==> src/rtl/mips_pkg.sv <==
// Shared MIPS datapath constants: widths, named register indices and the
// register-file clear sequencer state encoding.
package mips_pkg;

    localparam int DATA_W = 32;
    localparam int ADDR_W = 5;

    localparam logic [ADDR_W-1:0] REG_ZERO = 5'd0;
    localparam logic [ADDR_W-1:0] REG_SP   = 5'd29;
    localparam logic [ADDR_W-1:0] REG_RA   = 5'd31;

    typedef enum logic {
        IDLE  = 1'b0,
        CLEAR = 1'b1
    } rf_state_t;

endpackage

==> src/rtl/regfile_clr_seq.sv <==
// Bulk-clear sequencer: walks r1..r(N-1), zeroing one register per cycle,
// and holds busy for the whole walk. r0 is skipped since it is hardwired zero.
module regfile_clr_seq
    import mips_pkg::*;
#(
    parameter int ADDR_W = mips_pkg::ADDR_W
) (
    input  logic              clk,
    input  logic              rst_n,
    input  logic              clr_req,
    output rf_state_t         state,
    output logic              busy,
    output logic              clr_we,
    output logic [ADDR_W-1:0] clr_addr
);

    localparam logic [ADDR_W-1:0] CNT_LAST = '1;
    localparam logic [ADDR_W-1:0] CNT_ONE  = ADDR_W'(1);

    logic [ADDR_W-1:0] cnt;

    // clr_req is taken on any edge seen in IDLE and ignored while CLEAR;
    // busy is a flop, so upstream sees it one edge after the request.
    always_ff @(posedge clk) begin
        if (!rst_n) begin
            state <= IDLE;
            cnt   <= '0;
            busy  <= 1'b0;
        end else begin
            case (state)
                IDLE: begin
                    if (clr_req) begin
                        state <= CLEAR;
                        cnt   <= CNT_ONE;
                        busy  <= 1'b1;
                    end
                end
                CLEAR: begin
                    if (cnt == CNT_LAST) begin
                        state <= IDLE;
                        cnt   <= '0;
                        busy  <= 1'b0;
                    end else begin
                        cnt <= cnt + CNT_ONE;
                    end
                end
                default: begin
                    state <= IDLE;
                    cnt   <= '0;
                    busy  <= 1'b0;
                end
            endcase
        end
    end

    assign clr_we   = (state == CLEAR);
    assign clr_addr = cnt;

endmodule

==> src/rtl/mips_regfile.sv <==
// 32-entry MIPS register file: two combinational read ports with optional
// same-cycle write forwarding, one synchronous write port, bulk clear.
module mips_regfile
    import mips_pkg::*;
#(
    parameter int DATA_W = mips_pkg::DATA_W,
    parameter int ADDR_W = mips_pkg::ADDR_W,
    parameter bit BYPASS = 1'b1
) (
    input  logic              clk,
    input  logic              rst_n,
    input  logic [ADDR_W-1:0] rs_addr,
    input  logic [ADDR_W-1:0] rt_addr,
    output logic [DATA_W-1:0] rs_data,
    output logic [DATA_W-1:0] rt_data,
    input  logic              we,
    input  logic [ADDR_W-1:0] wr_addr,
    input  logic [DATA_W-1:0] wr_data,
    input  logic              clr_req,
    output logic              busy
);

    localparam int                NREGS = 2 ** ADDR_W;
    localparam logic [ADDR_W-1:0] ZERO  = ADDR_W'(REG_ZERO);

    logic [DATA_W-1:0] regs [NREGS];
    rf_state_t         seq_state;
    logic              clr_we;
    logic [ADDR_W-1:0] clr_addr;
    logic              wr_en;

    regfile_clr_seq #(
        .ADDR_W (ADDR_W)
    ) u_clr_seq (
        .clk      (clk),
        .rst_n    (rst_n),
        .clr_req  (clr_req),
        .state    (seq_state),
        .busy     (busy),
        .clr_we   (clr_we),
        .clr_addr (clr_addr)
    );

    // Writes are dropped while clearing; upstream is expected to stall on busy.
    assign wr_en = we && (seq_state == IDLE) && (wr_addr != ZERO);

    always_ff @(posedge clk) begin
        if (!rst_n) begin
            for (int i = 0; i < NREGS; i++) begin
                regs[i] <= '0;
            end
        end else if (clr_we) begin
            regs[clr_addr] <= '0;
        end else if (wr_en) begin
            regs[wr_addr] <= wr_data;
        end
    end

    always_comb begin
        rs_data = regs[rs_addr];
        if (rs_addr == ZERO) begin
            rs_data = '0;
        end else if (BYPASS && wr_en && (wr_addr == rs_addr)) begin
            rs_data = wr_data;
        end
    end

    always_comb begin
        rt_data = regs[rt_addr];
        if (rt_addr == ZERO) begin
            rt_data = '0;
        end else if (BYPASS && wr_en && (wr_addr == rt_addr)) begin
            rt_data = wr_data;
        end
    end

endmodule

==> config.mk <==
export PLATFORM = sky130hd
export DESIGN_NAME = mips_regfile
export DESIGN_NICKNAME = d
export VERILOG_FILES = /design/src/rtl/mips_pkg.sv /design/src/rtl/regfile_clr_seq.sv /design/src/rtl/mips_regfile.sv
export SDC_FILE = /design/constraint.sdc
export NUM_CORES = 2
export LEC_CHECK = 0
export CORE_MARGIN = 2
export CORE_UTILIZATION = 35
export CTS_CLUSTER_DIAMETER = 60
export DETAILED_ROUTE_END_ITERATION = 8
export PLACE_DENSITY = 0.55
export SLEW_MARGIN = 0
export SYNTH_ARGS = -nofsm -noshare
export SYNTH_HDL_FRONTEND = slang
export SYNTH_SLANG_ARGS = --single-unit
export TNS_END_PERCENT = 20
==> constraint.sdc <==
create_clock -name clk -period 9.5 [get_ports clk]
set_input_delay 2.85 -clock clk [delete_from_list [all_inputs] [get_ports clk]]
set_output_delay 2.85 -clock clk [all_outputs]
set_load 0.01 [all_outputs]
==> Word-level counts from Yosys, hierarchy flattened <==
Memories as Yosys holds them, arrays and structs flattened.
Cells that the tools add are included.
{ "classes": {"add_sub_neg": 1, "n_eq_ne": 5, "mux": 27, "bitwise": 1, "reduce_logical": 10} }
{ "op_table": {"columns": ["op", "count"], "rows": [
  ["two-way mux 32 bit", 6],
  ["OR reduction 32 bit", 2],
  ["two-way mux 5 bit", 4],
  ["two-way mux 1 bit", 14],
  ["equality test 5 bit", 2],
  ["logical NOT 5 bit", 2],
  ["one-hot mux 5 bit (2 select lines)", 1],
  ["adder 5 x 1 -> 5 bit (second input constant)", 1],
  ["equality test 5 bit (second input constant)", 1],
  ["nonzero test 5 bit", 1],
  ["logical AND 1 bit", 4],
  ["!= test 2 bit (second input constant)", 2],
  ["one-hot mux 1 bit (2 select lines)", 2],
  ["AND reduction 2 bit", 1],
  ["NOT 1 bit", 1]
]} }
{ "word_totals": {"memories": 1, "output_inout_bits": 65, "reg_bits": 7, "ram_bits": 1024} }
{ "memory_table": {"columns": ["name", "words", "width", "read_ports", "rd_clocked_by_memory_dff", "write_ports", "line_no", "rtl"], "rows": [
  ["regs", 32, 32, 2, 0, 32, "mips_regfile.sv:26", "logic [DATA_W-1:0] regs [NREGS];"]
]} }

==> Logic depth before layout (Yosys ltp) <==
{ "logic_depth": {"ltp_word": 9, "ltp_mapped": 11, "mapped_depth_nobuf": 7} }

==> Modules after synthesis <==
From an unflattened synthesis, not the netlist that was laid out.
{ "hier_totals": {"cells_unflattened": 4005, "area_unflattened_um2": 53425.0} }
{ "modules_own_cells": {"columns": ["module", "seq_area_each_um2", "area_per_inst_um2", "instances", "cells_per_inst"], "rows": [
  ["mips_regfile", 30749.5, 53074.7, 1, 3964],
  ["regfile_clr_seq", 140.1, 350.3, 1, 41]
]} }

==> Worst setup path before layout <==
Ideal clock, no wire load.
{ "synth_timing": {"path_kind": "input port to output port", "start": "in rs_addr[0]", "end": "out rs_data[15]", "cell_stages": 7, "arrival_ps": 4447, "slack_ps": 2203, "t_required_ps": 6650, "cell_sequence": "buf_6 -> buf_8 -> buf_2 -> mux4_2 -> o22ai_1 -> nor2_1 -> a221o_1"} }
{ "synth_via": {"elab_chain_cells": 4} }
{ "synth_lines": {"columns": ["item", "line_no", "rtl"], "rows": [
  ["start, declared", "mips_regfile.sv:12", "input logic [ADDR_W-1:0] rs_addr,"],
  ["branches (longest 3 deep; another with memory read (32 x 32 bit))", null, null],
  ["two-way mux 32 bit *", "mips_regfile.sv:61", "if (rs_addr == ZERO) begin"],
  ["end, declared", "mips_regfile.sv:14", "output logic [DATA_W-1:0] rs_data,"]
]} }
Every way passes the cells marked *.

==> Final worst setup path <==
{ "layout_timing": {"start": "in rt_addr[3]", "end": "out rt_data[5]"} }
{ "layout_via": {"elab_chain_cells": 4} }
{ "layout_lines": {"columns": ["item", "line_no", "rtl"], "rows": [
  ["start, declared", "mips_regfile.sv:13", "input logic [ADDR_W-1:0] rt_addr,"],
  ["branches (longest 3 deep; another with memory read (32 x 32 bit))", null, null],
  ["two-way mux 32 bit *", "mips_regfile.sv:70", "if (rt_addr == ZERO) begin"],
  ["end, declared", "mips_regfile.sv:15", "output logic [DATA_W-1:0] rt_data,"]
]} }
Marks and branches as above.

==> flow_summary.yaml <==
drt:
  drt-total-wl_mm: 230
  wire_per_inst_um: 36.7
  vias_per_cell: 6.43
  remaining_drc_errors: 0
  dr.pass1.iters: 6
  drt.antenna.violating_nets: 0
  dr_total_vias: 40200
  drt-initial-drc-count: 6722
worst_hold_path:
  hp-class: "register to register"
  holdPathEnd: "u_clr_seq.busy"
  hp-start: "u_clr_seq.busy"
  hold_depth: 2
yosys:
  synth_most_common_cell: "nor2_1"
  ys_ff_latch: 1031
  synth-edff-count: 1024
  netlist_top_cells_count: "nor2_1 (1093), edfxtp_1 (1024), mux4_2 (368)"
  postSynthCellCount: 4051
  yosysSeqAreaShare_pct: 57.0
  synth_area_leaders: "edfxtp_1 (57%), mux4_2 (15%), nor2_1 (7.6%)"
  synth_area_leader_cell: "edfxtp_1"
  ys.warnings.count: 0
  synth_area_um2: 54200
  synth.distinct_cells: 77
  synth_top_area_share_pct: 56.8
  synth_flop_cell: "edfxtp_1"
  avgSynthCellArea_um2: 13.4
  synth_async_sr_flop_share_pct: 0
power_and_ir_drop:
  powerDensity_nw_per_um2: 181
  pwr-share-comb_pct: 12.9
  p_sw_share_pct: 26.5
  p_leak_nw: 20.5
  intPower_mw: 8.20
  p_clk_share_pct: 40.0
  pwr-share-seq_pct: 47.1
  p_sw_mw: 2.96
  ir_drop_mv: 0.152
critical_path:
  critPathMaxStageDelay_ns: 0.74
  critPathSlowestCell: "o21ai_0"
  crit_type: "input port to output port"
  crit_buf_inv: 3
  r2r_slack_ns: 4.71
  path_depth: 8
  crit_path_max_fanout: 14
  path_cells: "buf_2 > nor3_1 > and2_2 > nor3_1 > o21ai_0 > o21ai_0 > buf_4 > clkdlybuf4s50_1"
  reg2regPathDepth: 8
  r2r_start: "u_clr_seq.clr_we"
  worst_setup_path_end_kind: "output port"
  cpLargestDelayFamily: "simple AND/OR/NAND/NOR gates"
  required_ns: 6.65
  rr_endpoint: "regs[10][8]"
  startpoint_type: "input port"
  critPathArrivalTime_ns: 6.58
floorplanning:
  core_um2: 154000
  fp.dieH_um: 397
  io_pins: 116
  dieWidth_um: 397
  initial_core_util_pct: 35.2
  dieArea_um2: 158000
  rows: 144
clock_tree:
  cts_buffers: 114
  path_clk_slew_ns: 0.05
  cts_buffer_depth: 3
  worstSkewPairLatency_ns: 0.78
  cts.sinks: 1031
  h-tree-depth: 3
  ctsResizeCount: 0
  post_cts_buffers: 0
  cts_hold_buf: 0
  root_buffer: "clkbuf_16"
  cts_tree: "done"
grt:
  grt_pass1_wl_mm: 314
  grt-ovfl-total: 0
  grt_max_degree: 58
  grt_use_total_pct: 28.6
  grt_pass1_vias: 38900
  antenna_found_initial: 12
sta:
  hold_violations: 0
  fin_crit_ns: 9.43
  grt_setup_unrepaired: "false"
  max_freq_mhz: 106
  setup_viol: 0
  hold-worst-slack_ns: 0.463
  tightestPinTransition_ns: 1.33
  slew_headroom_pct: 11.2
  fin_crit_sh_pct: 99.2
  finalMaxSlewViolations: 0
  skew_ns: 0.0355
  setup-tns-final_ns: 0
finish:
  n_fill_cell: 14400
  regArea_um2: 30900
  drive_gt1_share_pct: 21.1
  nets: 4163
  multi_input_area_um2: 21400
  syn_to_final_growth_pct: 13.8
placement:
  place_congestion: 0.895
  dp_hpwl_mm: 136
  portBuffers: 115
run:
  maxCapViolations: 0
run_status:
  status: "finished, final reports clean"
-- logic make-up (layout without fill, tap and decap cells) --
logic type	Yosys count	count (layout)	share of synthesized area (%)
adder cells (fa/ha/maj)	2	2	0.0462
AO/OA/AOI/OAI	467	467	6.17
other	1	37	0.00692
multiplexers	643	643	21.1
XOR/XNOR	10	10	0.162
AND/OR/NAND/NOR	1469	1469	11.1
flip-flops	1031	1031	57.0
buffers and inverters	428	555	4.43
-- worst min-delay path: stages, from the launching register on --
cell	delay, ns
dfxtp_1	0.31
nand2_1	0.05
a21boi_0	0.06
-- cells in the final DEF, fill, tap and decap left out, types with 23 or more instances in the layout --
master           synthesis  layout
clkinv_1                 1      28
edfxtp_1              1024    1024
conb_1                   1      32
nand2_1                167     134
buf_4                   38     199
mux4_2                 368     368
mux2i_1                212     212
mux2_2                  42      42
o21ai_0                 81      81
a221oi_1                57      57
nor2b_1                 26      26
nor3_1                  61      61
nand3_1                 43      42
clkdlybuf4s50_1          0     104
clkbuf_16                0     116
a22oi_1                 72      61
nor2_1                1093    1093
o22ai_1                 96      96
buf_12                   1      23
a21oi_1                 41      41
nand2_2                  0      23
clkbuf_1               121      25
-- worst max path at each step --
stage,from,endpoint
6_report,rt_addr[3],rt_data[5]
5_1_grt,wr_addr[0],rs_data[27]
4_1_cts,wr_addr[0],rs_data[27]
3_5_place_dp,wr_addr[0],rs_data[27]
3_3_place_gp,wr_addr[0],rs_data[27]
2_1_floorplan,rs_addr[0],rs_data[15]
-- layer usage --
layer  vias up  GRT usage (%)  routed length (um)
met4         8           16.0               14500
met1     20800           37.4               84800
met3       703           7.36               28600
met2      3180           43.4              102000
met5         -              0                  55
li1      15600              -                   -
-- stage by stage --
| step | area (um^2) | util, % | power, mW | worst slack [ns] | cells |
|---|---|---|---|---|---|
| floorplan | 54300 | - | 6.10 | 2.20 | 4082 |
| global placement | 58000 | 37.7 | 6.74 | 0.303 | 6038 |
| detailed placement | 58000 | 37.7 | 6.75 | 0.272 | 6038 |
| CTS | 61600 | 40.1 | 11.1 | 0.242 | 6253 |
| global route | 61600 | 40.1 | 11.4 | 0.116 | 6253 |
| finish | 61600 | 40.1 | 11.2 | 0.0730 | 6258 |
-- final cells by class --
type | instances | share of cell area (%)
diodes | 5 | 0.0203
clock buffers | 141 | 4.86
clock inverters | 74 | 1.07
inverters | 4 | 0.0244
multi-input cells | 2623 | 34.7
flip-flops and latches | 1031 | 50.1
well taps | 2044 | 4.15
repair buffers | 336 | 5.02
-- registers in the layout, indices dropped and copies added, names as in the netlist --
register / count
u_clr_seq.busy: 1
u_clr_seq.clr_addr: 5
u_clr_seq.clr_we: 1
regs: 1024
-- power by group through the flow --
stage	clock (mW)	combinational [mW]	sequential [mW]
after global placement	0	1.41	5.34
after floorplan	0	0.793	5.31
final	4.47	1.44	5.26
after detailed placement	0	1.41	5.35
after CTS	4.47	1.41	5.25
after global routing	4.63	1.47	5.27
No activity file was read; power rests on OpenSTA's default activity.
